File: config.mk
export PLATFORM = sky130hd
export DESIGN_NAME = mem_burst_arbiter
export DESIGN_NICKNAME = d
export VERILOG_FILES = /design/src/rtl/mem_arb_pkg.sv /design/src/rtl/rr_picker.sv /design/src/rtl/mem_burst_arbiter.sv
export SDC_FILE = /design/constraint.sdc
export NUM_CORES = 1
export LEC_CHECK = 0
export CAP_MARGIN = 20
export CORE_AREA = 2 2 215 217
export CTS_CLUSTER_SIZE = 8
export DETAILED_ROUTE_END_ITERATION = 10
export DIE_AREA = 0 0 217 219
export GPL_ROUTABILITY_DRIVEN = 1
export HOLD_SLACK_MARGIN = 0.08
export PLACE_DENSITY = 0.38
export SYNTH_ARGS = -nofsm -noshare
export SYNTH_HDL_FRONTEND = slang
export SYNTH_SLANG_ARGS = --single-unit
export TNS_END_PERCENT = 20
File: constraint.sdc
create_clock -name mem_clk -period 4.8 [get_ports mem_clk]
set_clock_uncertainty 0.1 [all_clocks]
set_input_delay 0.72 -clock mem_clk [delete_from_list [all_inputs] [get_ports mem_clk]]
set_output_delay 0.72 -clock mem_clk [all_outputs]
set_load 0.1 [all_outputs]
File: src/rtl/mem_arb_pkg.sv
// mem_arb_pkg: shared width defaults and FSM state type for mem_burst_arbiter
package mem_arb_pkg;
  localparam int DEF_ADDR_W = 24;
  localparam int DEF_LEN_W = 10;
  localparam int DEF_DATA_W = 64;
  typedef enum logic [1:0] {IDLE, BURST, GAP} state_t;
endpackage

File: src/rtl/rr_picker.sv
// rr_picker: combinational round-robin pick of the first requesting slot strictly after last
// ports: req (slot request vector), last (previously granted slot), found (any request), slot (winner)
module rr_picker #(
  parameter int N = 4,
  parameter int SW = $clog2(N)
) (
  input  logic [N-1:0]  req,
  input  logic [SW-1:0] last,
  output logic          found,
  output logic [SW-1:0] slot
);
  logic [SW-1:0] idx;
  always_comb begin
    found = 1'b0;
    slot = '0;
    idx = '0;
    for (int i = N; i >= 1; i--) begin
      idx = SW'((int'(last) + i) % N);
      if (req[idx]) begin
        found = 1'b1;
        slot = idx;
      end
    end
  end
endmodule

File: src/rtl/mem_burst_arbiter.sv
// mem_burst_arbiter: round-robin share of one DDR2 burst engine between NCH write/read channel pairs
// ports: mem_clk/rst_n; ch_* per-channel request/len/addr/data and routed strobes/finish pulses;
//        wr_burst_*/rd_burst_* toward the engine; grant_slot/busy status; timeout_err sticky watchdog flag
module mem_burst_arbiter
  import mem_arb_pkg::*;
#(
  parameter int NCH = 2,
  parameter int ADDR_W = DEF_ADDR_W,
  parameter int LEN_W = DEF_LEN_W,
  parameter int DATA_W = DEF_DATA_W,
  parameter int TIMEOUT = 4096
) (
  input  logic                        mem_clk,
  input  logic                        rst_n,
  input  logic [NCH-1:0]              ch_wr_req,
  input  logic [NCH*LEN_W-1:0]        ch_wr_len,
  input  logic [NCH*ADDR_W-1:0]       ch_wr_addr,
  input  logic [NCH*DATA_W-1:0]       ch_wr_data,
  output logic [NCH-1:0]              ch_wr_data_req,
  output logic [NCH-1:0]              ch_wr_finish,
  input  logic [NCH-1:0]              ch_rd_req,
  input  logic [NCH*LEN_W-1:0]        ch_rd_len,
  input  logic [NCH*ADDR_W-1:0]       ch_rd_addr,
  output logic [DATA_W-1:0]           ch_rd_data,
  output logic [NCH-1:0]              ch_rd_data_valid,
  output logic [NCH-1:0]              ch_rd_finish,
  output logic                        wr_burst_req,
  output logic [LEN_W-1:0]            wr_burst_len,
  output logic [ADDR_W-1:0]           wr_burst_addr,
  output logic [DATA_W-1:0]           wr_burst_data,
  input  logic                        wr_burst_data_req,
  input  logic                        wr_burst_finish,
  output logic                        rd_burst_req,
  output logic [LEN_W-1:0]            rd_burst_len,
  output logic [ADDR_W-1:0]           rd_burst_addr,
  input  logic                        rd_burst_data_valid,
  input  logic [DATA_W-1:0]           rd_burst_data,
  input  logic                        rd_burst_finish,
  output logic [$clog2(2*NCH)-1:0]    grant_slot,
  output logic                        busy,
  output logic                        timeout_err
);
  localparam int N = 2 * NCH;
  localparam int SW = $clog2(N);
  localparam int CW = $clog2(TIMEOUT + 1);
  state_t state;
  logic [N-1:0] req;
  logic [SW-1:0] last_slot, pick, pick_ch, g_ch;
  logic found, g_rd, done;
  logic [CW-1:0] cnt;
  logic [ADDR_W-1:0] addr, pick_addr;
  logic [LEN_W-1:0] len, pick_len;
  for (genvar k = 0; k < NCH; k++) begin : g_slot
    assign req[2*k] = ch_wr_req[k];
    assign req[2*k+1] = ch_rd_req[k];
  end
  rr_picker #(.N(N), .SW(SW)) u_pick (
    .req(req),
    .last(last_slot),
    .found(found),
    .slot(pick)
  );
  // odd slots are reads; slot >> 1 is the owning channel
  assign pick_ch = pick >> 1;
  assign g_ch = grant_slot >> 1;
  assign g_rd = grant_slot[0];
  assign pick_addr = pick[0] ? ch_rd_addr[pick_ch*ADDR_W +: ADDR_W] : ch_wr_addr[pick_ch*ADDR_W +: ADDR_W];
  assign pick_len = pick[0] ? ch_rd_len[pick_ch*LEN_W +: LEN_W] : ch_wr_len[pick_ch*LEN_W +: LEN_W];
  // one latched address/length serves whichever direction is granted
  assign wr_burst_addr = addr;
  assign rd_burst_addr = addr;
  assign wr_burst_len = len;
  assign rd_burst_len = len;
  assign wr_burst_data = ch_wr_data[g_ch*DATA_W +: DATA_W];
  assign ch_rd_data = rd_burst_data;
  assign ch_wr_data_req = (busy && !g_rd && wr_burst_data_req) ? NCH'(1) << g_ch : '0;
  assign ch_rd_data_valid = (busy && g_rd && rd_burst_data_valid) ? NCH'(1) << g_ch : '0;
  // a finish on the other direction is ignored
  assign done = g_rd ? rd_burst_finish : wr_burst_finish;
  always_ff @(posedge mem_clk or negedge rst_n) begin
    if (!rst_n) begin
      state <= IDLE;
      last_slot <= SW'(N - 1);
      grant_slot <= '0;
      busy <= 1'b0;
      cnt <= '0;
      addr <= '0;
      len <= '0;
      wr_burst_req <= 1'b0;
      rd_burst_req <= 1'b0;
      ch_wr_finish <= '0;
      ch_rd_finish <= '0;
      timeout_err <= 1'b0;
    end else begin
      ch_wr_finish <= '0;
      ch_rd_finish <= '0;
      case (state)
        IDLE: if (found) begin
          state <= BURST;
          grant_slot <= pick;
          last_slot <= pick;
          addr <= pick_addr;
          len <= pick_len;
          busy <= 1'b1;
          cnt <= '0;
          wr_burst_req <= !pick[0];
          rd_burst_req <= pick[0];
        end
        BURST: if (done) begin
          state <= GAP;
          busy <= 1'b0;
          wr_burst_req <= 1'b0;
          rd_burst_req <= 1'b0;
          ch_wr_finish <= g_rd ? '0 : NCH'(1) << g_ch;
          ch_rd_finish <= g_rd ? NCH'(1) << g_ch : '0;
        end else if (cnt == CW'(TIMEOUT - 1)) begin
          // watchdog: abandon the burst silently and flag it
          state <= GAP;
          busy <= 1'b0;
          wr_burst_req <= 1'b0;
          rd_burst_req <= 1'b0;
          timeout_err <= 1'b1;
        end else begin
          cnt <= cnt + 1'b1;
        end
        default: state <= IDLE;
      endcase
    end
  end
endmodule

==> results of run 1 <==
## flip-flops by register name, indices dropped and copies added, names as in the netlist
register       count
grant_slot         2
ch_rd_finish       2
rd_burst_req       1
rd_burst_len      10
cnt               13
busy               1
timeout_err        1
last_slot          2
state              2
wr_burst_req       1
ch_wr_finish       2
rd_burst_addr     24
## cells by family after synthesis
group / count (synthesis)
fa+ha+maj: 1
xor+xnor: 7
flops: 61
mux: 135
buf+inv: 136
simple gates: 108
compound gates: 51
## final cells by class
type / count / share of cell area, %
clock buffers: 13 / 2.89
clock inverters: 3 / 0.454
inverters: 6 / 0.240
multi-input cells: 302 / 26.7
flip-flops and latches: 61 / 16.3
well taps: 600 / 8.01
repair buffers: 427 / 45.3
## where the power goes
part	switching [mW]	internal [mW]
combinational	4.48	1.52
clock	0.267	0.445
sequential	0.239	0.721
## placed cells by master (no fill, tap or decap), types with 2 or more instances in the layout
master             n
a21oi_1            4
a31o_2             2
and2_1             2
buf_12             2
buf_4             19
clkbuf_16          9
clkbuf_8           3
clkdlybuf4s50_1  406
dfrtp_1           58
dfstp_2            2
inv_1              6
mux2_2            64
mux2i_1           70
nand2_1           55
nand2b_1           4
nand3_1            4
nand4_2            2
nor2_1            19
nor2b_1            2
nor3_1             5
nor3_2             2
nor3b_1            2
o211ai_1           2
o21ai_0            2
o221ai_1          34
o31ai_1            2
xnor2_1            7
## metrics by stage
stage	power (mW)	worst slack (ns)	hold slack, ns	utilization [%]
finish	7.68	1.10	0.391	20.8
global route	8.00	0.985	0.438	20.8
detailed placement	7.06	1.16	0.387	20.1
floorplan	5.97	0.249	0.324	-
global placement	7.05	1.28	0.359	20.1
CTS	7.82	1.01	0.406	20.8
## metal layers
| layer | track usage, % | vias up |
|---|---|---|
| li1 | - | 2306 |
| met1 | 11.2 | 2274 |
| met2 | 18.5 | 288 |
| met3 | 3.73 | 59 |
| met4 | 3.58 | 2 |
| met5 | 0 | - |
## worst reg2reg max path: cells and delay by family, from the launching register on
family | cells | cell delay, ns
AOI/OAI and AO/OA | 2 | 1.13
DFF | 1 | 0.40
and+or+nand+nor | 1 | 0.72
## how the worst min path moves through the flow
stage	startpoint	to	slack, ns	cells past startpoint
finish	timeout_err	timeout_err	0.39	1
global route	timeout_err	timeout_err	0.44	1
CTS	timeout_err	timeout_err	0.41	1
detailed placement	timeout_err	timeout_err	0.39	1
global placement	timeout_err	timeout_err	0.36	1
floorplan	rst_n	busy	0.32	0
==> metrics.md, run 1 <==
| Metric | Value |
|---|---|
| CTS tree | yes |
| Worst EP required | between 3 and 4 ns |
| Clock insertion delay at the later pin of the skew report | 0.35 ns |
| Syn_area_per_cell | 10.1 um2 |
| Worst relative slew slack | 26.8% |
| Multi-input gate area | 2500 um2 |
| Delay-heaviest family, CP | buffers and inverters |
| Vias per cell | 3.49 |
| #FFs+latches synth | 61 |
| Asr flop ratio synth | 100% |
| Reg-to-Reg Start | state[1] |
| ANT nets after route | 0 |
| Max VDD drop | 0.000537 V |
| Top post-synthesis cells by count | buf_4 (99), mux2i_1 (70), mux2_2 (64), dfrtp_1 (59), nand2_1 (56) |
| WP data arrival | 2.88 ns |
| Aggregate routed wire length | 25.5 mm |
| WS Path Type | flip-flop to output port |
| Max layer used | met5 |
| Critical path origin | grant_slot[1] |
| Routed via count | a little under 5,000 |
| FF/Latch Area | 1530 um2 |
| Fill count | 4,994 |
| Post-synthesis sequential area ratio | 30.5% |
| # setup viols final | 0 |
| P per Cell Area | just over 800 nW/um2 |
| Htree depth | 3 |
| Chip width | 217 um |
| CTS Root Cell | clkbuf_16 |
| Worst-path clk slew | 0.06 ns |
| Outcome | finished clean |
| XOR/XNOR share of the synthesized area | about 1.2% |
| Max clock buf depth | 2 |
| TritonCTS Sinks | between 60 and 70 |
| Worst min-delay path class | flip-flop to flip-flop |
| Grt ovf | 0 |
| Overall routing resource usage | 10.3% |
| Design area | around 9400 um2 |
| Stages on worst setup path | 3 |
| Yosys warnings | 0 |
| Compound-gate portion of the synthesized area | 8.42% |
| Top-area cell type share of the netlist area | 29.4% |
| Multiplexer share of the synthesized area | between 20% and 30% |
| Syn Std Cell Area | between 5000 and 6000 um2 |
| CP peak stage delay | 1.18 ns |
| DR iter-0 viols | 151 |
| Antenna violations before repair | 1 |
| Worst Max-Slew Pin Slew | between 1 and 1.5 ns |
| Antenna diode count | 0 |
| Post-synthesis adder-cell area fraction | less than 1% |
| Core Rows | 78 |
| Simple logic cell fraction of the synthesized area | 10.9% |
| Setup TNS | 0 ns |
| Core Region | 45,100 um2 |
| Detailed Routing Iterations Pass 1 | 4 |
| Largest family of logic cells by synthesized area | multiplexers |
| Global-route wire length before repair | 35.5 mm |
| CTS Buf Count | 9 |
| Ys flop type | dfrtp_1 |
| Yosys top cell by area | dfrtp_1 |
| Largest net degree at the start of global routing | 62 |
| Final Wtd Congestion | approximately 0.73 |
| Initial Util | 11.1% |
| EDFF count, synth | 0 |
| Leak | around 3.7 nW |
| Buffers & Inverters on Critical Path | 2 |
| Area post-placement | 9050 um2 |
| Placed Cells | 1,396 |
| Final hold vios | 0 |
| Layout cells sized above 1 | 14.7% |
| Area grow syn2layout | 86.6% |
| # nets final | approximately 1,100 |
| Setup Buffers After CTS | 0 |
| DPL Wire Length | slightly above 20 mm |
| Fmax | approximately 270 MHz |
| DIE AREA | 47,500 um2 |
| Slowest-stage cell, CP | clkdlybuf4s50_1 |
| Capture point of the worst path | wr_burst_data[63] |
| CP Launch Type | flip-flop |
| Crit end category | output port |
| R2R setup slack | 2.33 ns |
| Top post-synthesis cells by area | dfrtp_1 (29%), buf_4 (15%), mux2_2 (14%) |
| DR WL met2 | 12.9 mm |
| CP max FO | 53 |
| DIE HEIGHT | around 220 um |
| Hold-fix buffers, CTS | 0 |
| Max-Cap Viols | 0 |
| Worst r2r path cells | 3 |
| Synth Net Count | around 840 |
| RSZ-0062 raised after global routing | no |
| Ports | 548 |
| WL met1 | about 9.5 mm |
| DR WL met3 | 2.33 mm |
| CTS resizes | 0 |
| DR WL/cell | 18.1 um |
| Worst path cell trace | buf_12 > mux2_2 > clkdlybuf4s50_1 |
| IO Port Bufs | 419 |
| Drt drc | 0 |
| Period minus WS final | approximately 3.7 ns |
| Cell count after synthesis | 499 |
| Fin. max-slew vios | 0 |
| Vias in the first global route | 5,124 |
| Final cycle utilization of the critical path | around 77% |
| Synth unique cells | 44 |
| RR Endpoint | rd_burst_addr[7] |
| Non-Filler Instances | ~1,400 |
| Count leader, synth | buf_4 |
Power figures use the tool's default switching activity.
==> run 2, diff against run 1 <==
--- a/config.mk
+++ b/config.mk
@@ -6,13 +6,13 @@
 export NUM_CORES = 1
 export LEC_CHECK = 0
 export CAP_MARGIN = 20
-export CORE_AREA = 2 2 215 217
+export CORE_AREA = 2 2 214 216
 export CTS_CLUSTER_SIZE = 8
 export DETAILED_ROUTE_END_ITERATION = 10
-export DIE_AREA = 0 0 217 219
+export DIE_AREA = 0 0 216 218
 export GPL_ROUTABILITY_DRIVEN = 1
 export HOLD_SLACK_MARGIN = 0.08
-export PLACE_DENSITY = 0.38
+export PLACE_DENSITY = 0.4
 export SYNTH_ARGS = -nofsm -noshare
 export SYNTH_HDL_FRONTEND = slang
 export SYNTH_SLANG_ARGS = --single-unit
==> constraint.sdc (replaced) <==
create_clock -name mem_clk -period 3.3 [get_ports mem_clk]
set_clock_uncertainty 0.1 [all_clocks]
set_input_delay 0.495 -clock mem_clk [delete_from_list [all_inputs] [get_ports mem_clk]]
set_output_delay 0.495 -clock mem_clk [all_outputs]
set_load 0.1 [all_outputs]
==> run 2 against run 1 <==
Against the previous run:
- final cell count unchanged
- largest power group unchanged
- non-clock buffer count increased by 2
- clock power increased by 29%
- die area decreased by 0.92%
- largest cell class unchanged
- hold slack got worse by 0.23 ns
==> metrics.md, run 2 (same netlist as run 1, synthesis figures left out) <==
| Metric | Value |
|---|---|
| Outcome | finished clean |
| Htree depth | 3 (unchanged) |
| Max-Cap Viols | 0 (unchanged) |
| # setup viols final | 0 (unchanged) |
| Overall routing resource usage | 9.61% (-0.70 points) |
| ANT nets after route | 0 (unchanged) |
| Sw Pwr | 7.24 mW (+45%) |
| Area post-placement | 8760 um2 (-3.3%) |
| Leak | 3.80 nW (+3.9%) |
| Clock power frac | 8.5% (-0.8 points) |
| CTS resizes | 0 (unchanged) |
| Fin. max-slew vios | 0 (unchanged) |
| Final cycle utilization of the critical path | 81.8% |
| Area grow syn2layout | 79.7% |
| IO Port Bufs | 419 (unchanged) |
| Worst min-delay path class | input pin to asynchronous set/reset pin |
| DIE HEIGHT | 218 um (-0.46%) |
| WS Path Type | flip-flop to output port |
| Tot Pwr | 10.8 mW (+41%) |
| Global-route wire length before repair | 33.5 mm (-5.7%) |
| # nets final | 1,148 (+0.17%) |
| Dpl ws | 0.723 ns (-0.440 ns) |
| CP max FO | 50 (-5.7%) |
| Final Wtd Congestion | 0.773 (+5.7%) |
| Vias in the first global route | 5,262 (+2.7%) |
| Setup Buffers After CTS | 0 (unchanged) |
| Final hold slack | 0.160 ns (-0.231 ns) |
| Crit end category | output port |
| Chip width | 216 um (-0.46%) |
| Most frequent cells in the layout | clkdlybuf4s50_1 (272), buf_4 (154), mux2i_1 (70) |
| Fmax | 370 MHz |
| CTS tree | yes |
| DR WL/cell | 16.6 um (-8.0%) |
| CTS Buf Count | 9 (unchanged) |
| Worst EP required | 2.70 ns (-1.28 ns) |
| Aggregate routed wire length | 23.5 mm (-8.0%) |
| TritonCTS Sinks | 61 (unchanged) |
| RSZ-0062 raised after global routing | no |
| Comb power frac | 78.6% (+0.4 points) |
| Worst-path clk slew | 0.06 ns (about the same) |
| Largest net degree at the start of global routing | 62 (unchanged) |
| Worst relative slew slack | 36.4% (+9.6 points) |
| Design area | 9020 um2 (-3.7%) |
| Final hold vios | 0 (unchanged) |
| Fill count | 4,958 (-0.72%) |
| DPL Wire Length | 18.5 mm (-11%) |
| Drt drc | 0 (unchanged) |
| Max VDD drop | 0.000680 V (+27%) |
| Flop pwr share | 12.9% (+0.4 points) |
| P per Cell Area | 1200 nW/um2 (+47%) |
| Net Sw Frac | 66.7% (+1.7 points) |
| DR iter-0 viols | 132 (-13%) |
| Cell internal pwr | 3.61 mW (+34%) |
| Worst Max-Slew Pin Slew | 0.954 ns (-0.141 ns) |
| Max clock buf depth | 2 (unchanged) |
| Vias per cell | 3.48 (-0.30%) |
| Core Rows | 78 (unchanged) |
| Final WS setup | 0.601 ns (-0.499 ns) |
| DIE AREA | 47,100 um2 (-0.92%) |
| Layout cells sized above 1 | 31.4% (+17 points) |
| Grt ovf | 0 (unchanged) |
| Antenna violations before repair | 2 (+1) |
| Period minus WS final | 2.70 ns |
| Core Region | 44,900 um2 (-0.43%) |
| Clock insertion delay at the later pin of the skew report | 0.35 ns (about the same) |
| Most common cell after layout, fill and taps aside | clkdlybuf4s50_1 |
| CTS Root Cell | clkbuf_16 |
| Ports | 548 (unchanged) |
| Detailed Routing Iterations Pass 1 | 4 (unchanged) |
| WP data arrival | 2.10 ns (-0.78 ns) |
| CP Launch Type | flip-flop |
| Max reg flops | 24 (unchanged) |
| Routed via count | 4,914 (-0.30%) |
| Hold-fix buffers, CTS | 0 (unchanged) |
| Antenna diode count | 0 (unchanged) |
| Initial Util | 11.2% (+0.048 points) |
run 2: final cells by class:
| cell class | instances | area (um2) | share of cell area, % |
|---|---|---|---|
| Sequential cell | 61 | 1530 | 17.0 |
| Tap cell | 600 | 751 | 8.32 |
| Clock inverter | 2 | 10.0 | 0.111 |
| Multi-Input combinational cell | 302 | 2510 | 27.9 |
| Inverter | 6 | 22.5 | 0.250 |
| Clock buffer | 12 | 256 | 2.84 |
| Timing Repair Buffer | 429 | 3940 | 43.7 |
run 2: stage by stage:
step / utilization, % / instances / setup TNS (ns)
2_1_floorplan: - / 499 / -0.222
3_3_place_gp: 19.5 / 1398 / 0
3_5_place_dp: 19.5 / 1398 / 0
4_1_cts: 20.1 / 1412 / 0
5_1_grt: 20.1 / 1412 / 0
6_report: 20.1 / 1412 / 0
run 2: power groups by stage:
stage | combinational (mW) | clock (mW) | sequential, mW
2_1_floorplan | 5.72 | 0 | 2.97
3_3_place_gp | 8.62 | 0 | 1.43
3_5_place_dp | 8.61 | 0 | 1.43
4_1_cts | 8.61 | 0.989 | 1.42
5_1_grt | 8.84 | 1.00 | 1.46
6_report | 8.53 | 0.917 | 1.40
run 2: path summary, 6_finish.rpt:
kind,cells past startpoint,from,end,slack [ns]
max,3,grant_slot[1],wr_burst_data[19],0.60
min,1,rst_n,rd_burst_addr[14],0.16
max reg2reg,6,cnt[0],cnt[3],1.16
min reg2reg,1,timeout_err,timeout_err,0.38
max in group asynchronous,1,rst_n,ch_rd_finish[0],2.26
min in group mem_clk,1,timeout_err,timeout_err,0.38
run 2: layer usage:
layer | global-route usage [%] | vias up | wire length (um)
met2 | 16.6 | 267 | 11800
met1 | 10.6 | 2301 | 8910
met5 | 0 | - | 10
met4 | 4.00 | 2 | 693
met3 | 3.58 | 54 | 2090
li1 | - | 2290 | -
run 2: worst max-delay path, stage by stage (launching register included):
cell	delay (ns)
dfrtp_2	0.71
buf_12	0.33
mux2_2	0.42
buf_4	0.25
==> run 3, diff against run 2 <==
==> constraint.sdc (replaced) <==
create_clock -name mem_clk -period 2.33 [get_ports mem_clk]
set_clock_uncertainty 0.1 [all_clocks]
set_input_delay 0.3495 -clock mem_clk [delete_from_list [all_inputs] [get_ports mem_clk]]
set_output_delay 0.3495 -clock mem_clk [all_outputs]
set_load 0.1 [all_outputs]
==> run 3 against run 2 <==
Against the previous run:
- sequential cell count unchanged
- cell area up 13%
- final cell count up 1.6%
- hold slack better by 0.23 ns
- largest power group unchanged
==> metrics.md, run 3 (same netlist as run 1, synthesis figures left out) <==
| Metric | Value |
|---|---|
| Outcome | finished clean |
| Crit end category | output port |
| CP Launch Type | flip-flop |
| Worst min-delay path class | flip-flop to flip-flop |
| Period minus WS final | 2.18 ns |
| WP data arrival | 1.73 ns (-0.37 ns) |
| Antenna diode count | 0 (unchanged) |
| Fmax | 460 MHz |
| Leak | 4.25 nW (+12%) |
| P per Cell Area | 1680 nW/um2 (+40%) |
| Most common cell after layout, fill and taps aside | clkdlybuf4s50_1 |
| Initial Util | 11.2% (unchanged) |
| Worst-path clk slew | 0.06 ns (about the same) |
| Hold Path Sink | timeout_err |
| Vias in the first global route | 5,361 (+1.9%) |
| Core Region | 44,900 um2 (unchanged) |
| Placed Cells | 1,416 (+1.3%) |
| Worst EP required | 1.88 ns (-0.82 ns) |
| Sw Pwr | 10.7 mW (+48%) |
| FF/Latch Area | 1540 um2 (+0.33%) |
| Drt drc | 0 (unchanged) |
| Final Core Density | 22.6% (+2.5 points) |
| Hold Path Depth | 1 |
| Clock insertion delay at the later pin of the skew report | 0.36 ns (about the same) |
| Vias per cell | 3.51 (+0.79%) |
| Setup TNS | 0 ns (unchanged) |
| Detailed Routing Iterations Pass 1 | 4 (unchanged) |
| # setup viols final | 0 (unchanged) |
| Non-Filler Instances | 1,434 (+1.6%) |
| Grt ovf | 0 (unchanged) |
| Global-route wire length before repair | 38.0 mm (+14%) |
| Reg-to-Reg Start | cnt[0] |
| HP Start | timeout_err |
| RSZ-0062 raised after global routing | no |
| Ports | 548 (unchanged) |
| Net Sw Frac | 62.6% (-4.1 points) |
| Area grow syn2layout | 102% |
| Layout cells sized above 1 | 33.5% (+2.0 points) |
| DIE HEIGHT | 218 um (unchanged) |
| Worst r2r path cells | 6 (unchanged) |
| Cell internal pwr | 6.40 mW (+77%) |
| DR iter-0 viols | 155 (+17%) |
| DIE AREA | 47,100 um2 (unchanged) |
| DPL Wire Length | 22.6 mm (+22%) |
| CTS Root Cell | clkbuf_16 |
| Largest net degree at the start of global routing | 51 (-18%) |
| Worst Max-Slew Pin Slew | 0.790 ns (-0.164 ns) |
| DR WL/cell | 19.0 um (+14%) |
| Antenna violations before repair | 0 (-2) |
| Routed via count | 5,030 (+2.4%) |
| Comb power frac | 80.5% (+1.9 points) |
| Max-Cap Viols | 0 (unchanged) |
| # nets final | 1,168 (+1.7%) |
| RR Endpoint | cnt[3] |
| Tot Pwr | 17.1 mW (+57%) |
| Max VDD drop | 0.000967 V (+42%) |
| Flop pwr share | 11.2% (-1.7 points) |
| Fin. max-slew vios | 0 (unchanged) |
| R2R setup slack | 0.30 ns (-0.86 ns) |
| Htree depth | 3 (unchanged) |
| Max clock buf depth | 2 (unchanged) |
| Final cycle utilization of the critical path | 93.4% |
| Final hold vios | 0 (unchanged) |
| CTS resizes | 0 (unchanged) |
| CTS tree | yes |
| Final Wtd Congestion | 0.777 (+0.63%) |
| Most frequent cells in the layout | clkdlybuf4s50_1 (272), buf_4 (99), buf_12 (76) |
| Aggregate routed wire length | 27.3 mm (+16%) |
| ANT nets after route | 0 (unchanged) |
| TritonCTS Sinks | 61 (unchanged) |
| Fill count | 4,919 (-0.79%) |
| Clock power frac | 8.3% (-0.2 points) |
| IO Port Bufs | 419 (unchanged) |
| Max reg flops | 24 (unchanged) |
| CTS Buf Count | 9 (unchanged) |
| Multi-input gate area | 2540 um2 (+1.1%) |
| Overall routing resource usage | 11.2% (+1.6 points) |
| Worst relative slew slack | 47.3% (+11 points) |
| WS Path Type | flip-flop to output port |
| CP max FO | 22 (-56%) |
| Core Rows | 78 (unchanged) |
| Chip width | 216 um (unchanged) |
run 3: changes by cell type in the layout (fill, tap and decap cells not counted), sizes merged:
cell         before  now
dlygate4sd3       0    1
buf             157  176
bufinv            0    1
clkinvlp          0    1
run 3: final cells by class:
class | count | share of cell area [%]
clock inverter | 4 | 0.468
multi-input combinational | 302 | 25.0
timing repair buffer | 449 | 49.3
sequential | 61 | 15.1
inverter | 6 | 0.222
clock buffer | 12 | 2.43
tap | 600 | 7.39
run 3: how the worst max path moves through the flow:
stage                             start           endpoint  slack, ns  cells past startpoint
after floorplan           grant_slot[1]  ch_wr_data_req[1]      -0.09                      3
after global placement     ch_rd_req[1]  rd_burst_addr[18]       0.05                      8
after detailed placement   ch_rd_req[1]    rd_burst_len[9]      -0.02                      8
after CTS                 grant_slot[1]  wr_burst_data[15]       0.09                      3
after global routing             cnt[0]             cnt[3]       0.08                      6
final                     grant_slot[1]  wr_burst_data[15]       0.15                      3
run 3: through the flow:
step	hold slack (ns)	setup slack (ns)	cell area, um2
after floorplan	-0.0461	-0.0889	5060
after global placement	0.376	0.0492	9840
after detailed placement	0.371	-0.0218	9840
after CTS	0.387	0.0925	10200
after global routing	0.408	0.0751	10200
final	0.389	0.155	10200
run 3: power by group through the flow:
stage | registers, mW | logic (mW) | clock network, mW
after floorplan | 4.22 | 8.14 | 0
after global placement | 1.96 | 13.8 | 0
after detailed placement | 1.97 | 13.8 | 0
after CTS | 1.93 | 13.9 | 1.50
after global routing | 1.99 | 14.2 | 1.53
final | 1.91 | 13.8 | 1.41
run 3: per-layer routing:
| layer | GRT usage (%) | wire (um) | up-vias |
|---|---|---|---|
| li1 | - | - | 2336 |
| met1 | 12.3 | 10400 | 2332 |
| met4 | 4.32 | 830 | 0 |
| met5 | 0 | 0 | - |
| met2 | 19.5 | 13500 | 315 |
| met3 | 4.38 | 2550 | 47 |
run 3: timing repair:
item	in CTS	in global routing
hold buffers	1	0
hold endpoints to repair	46	0
setup buffers	1	0
setup endpoints to repair	1	0
run 3: critical path, stage by stage (launching register included):
cell,delay [ns]
dfrtp_4,0.54
buf_12,0.21
mux2_2,0.41
buf_12,0.18
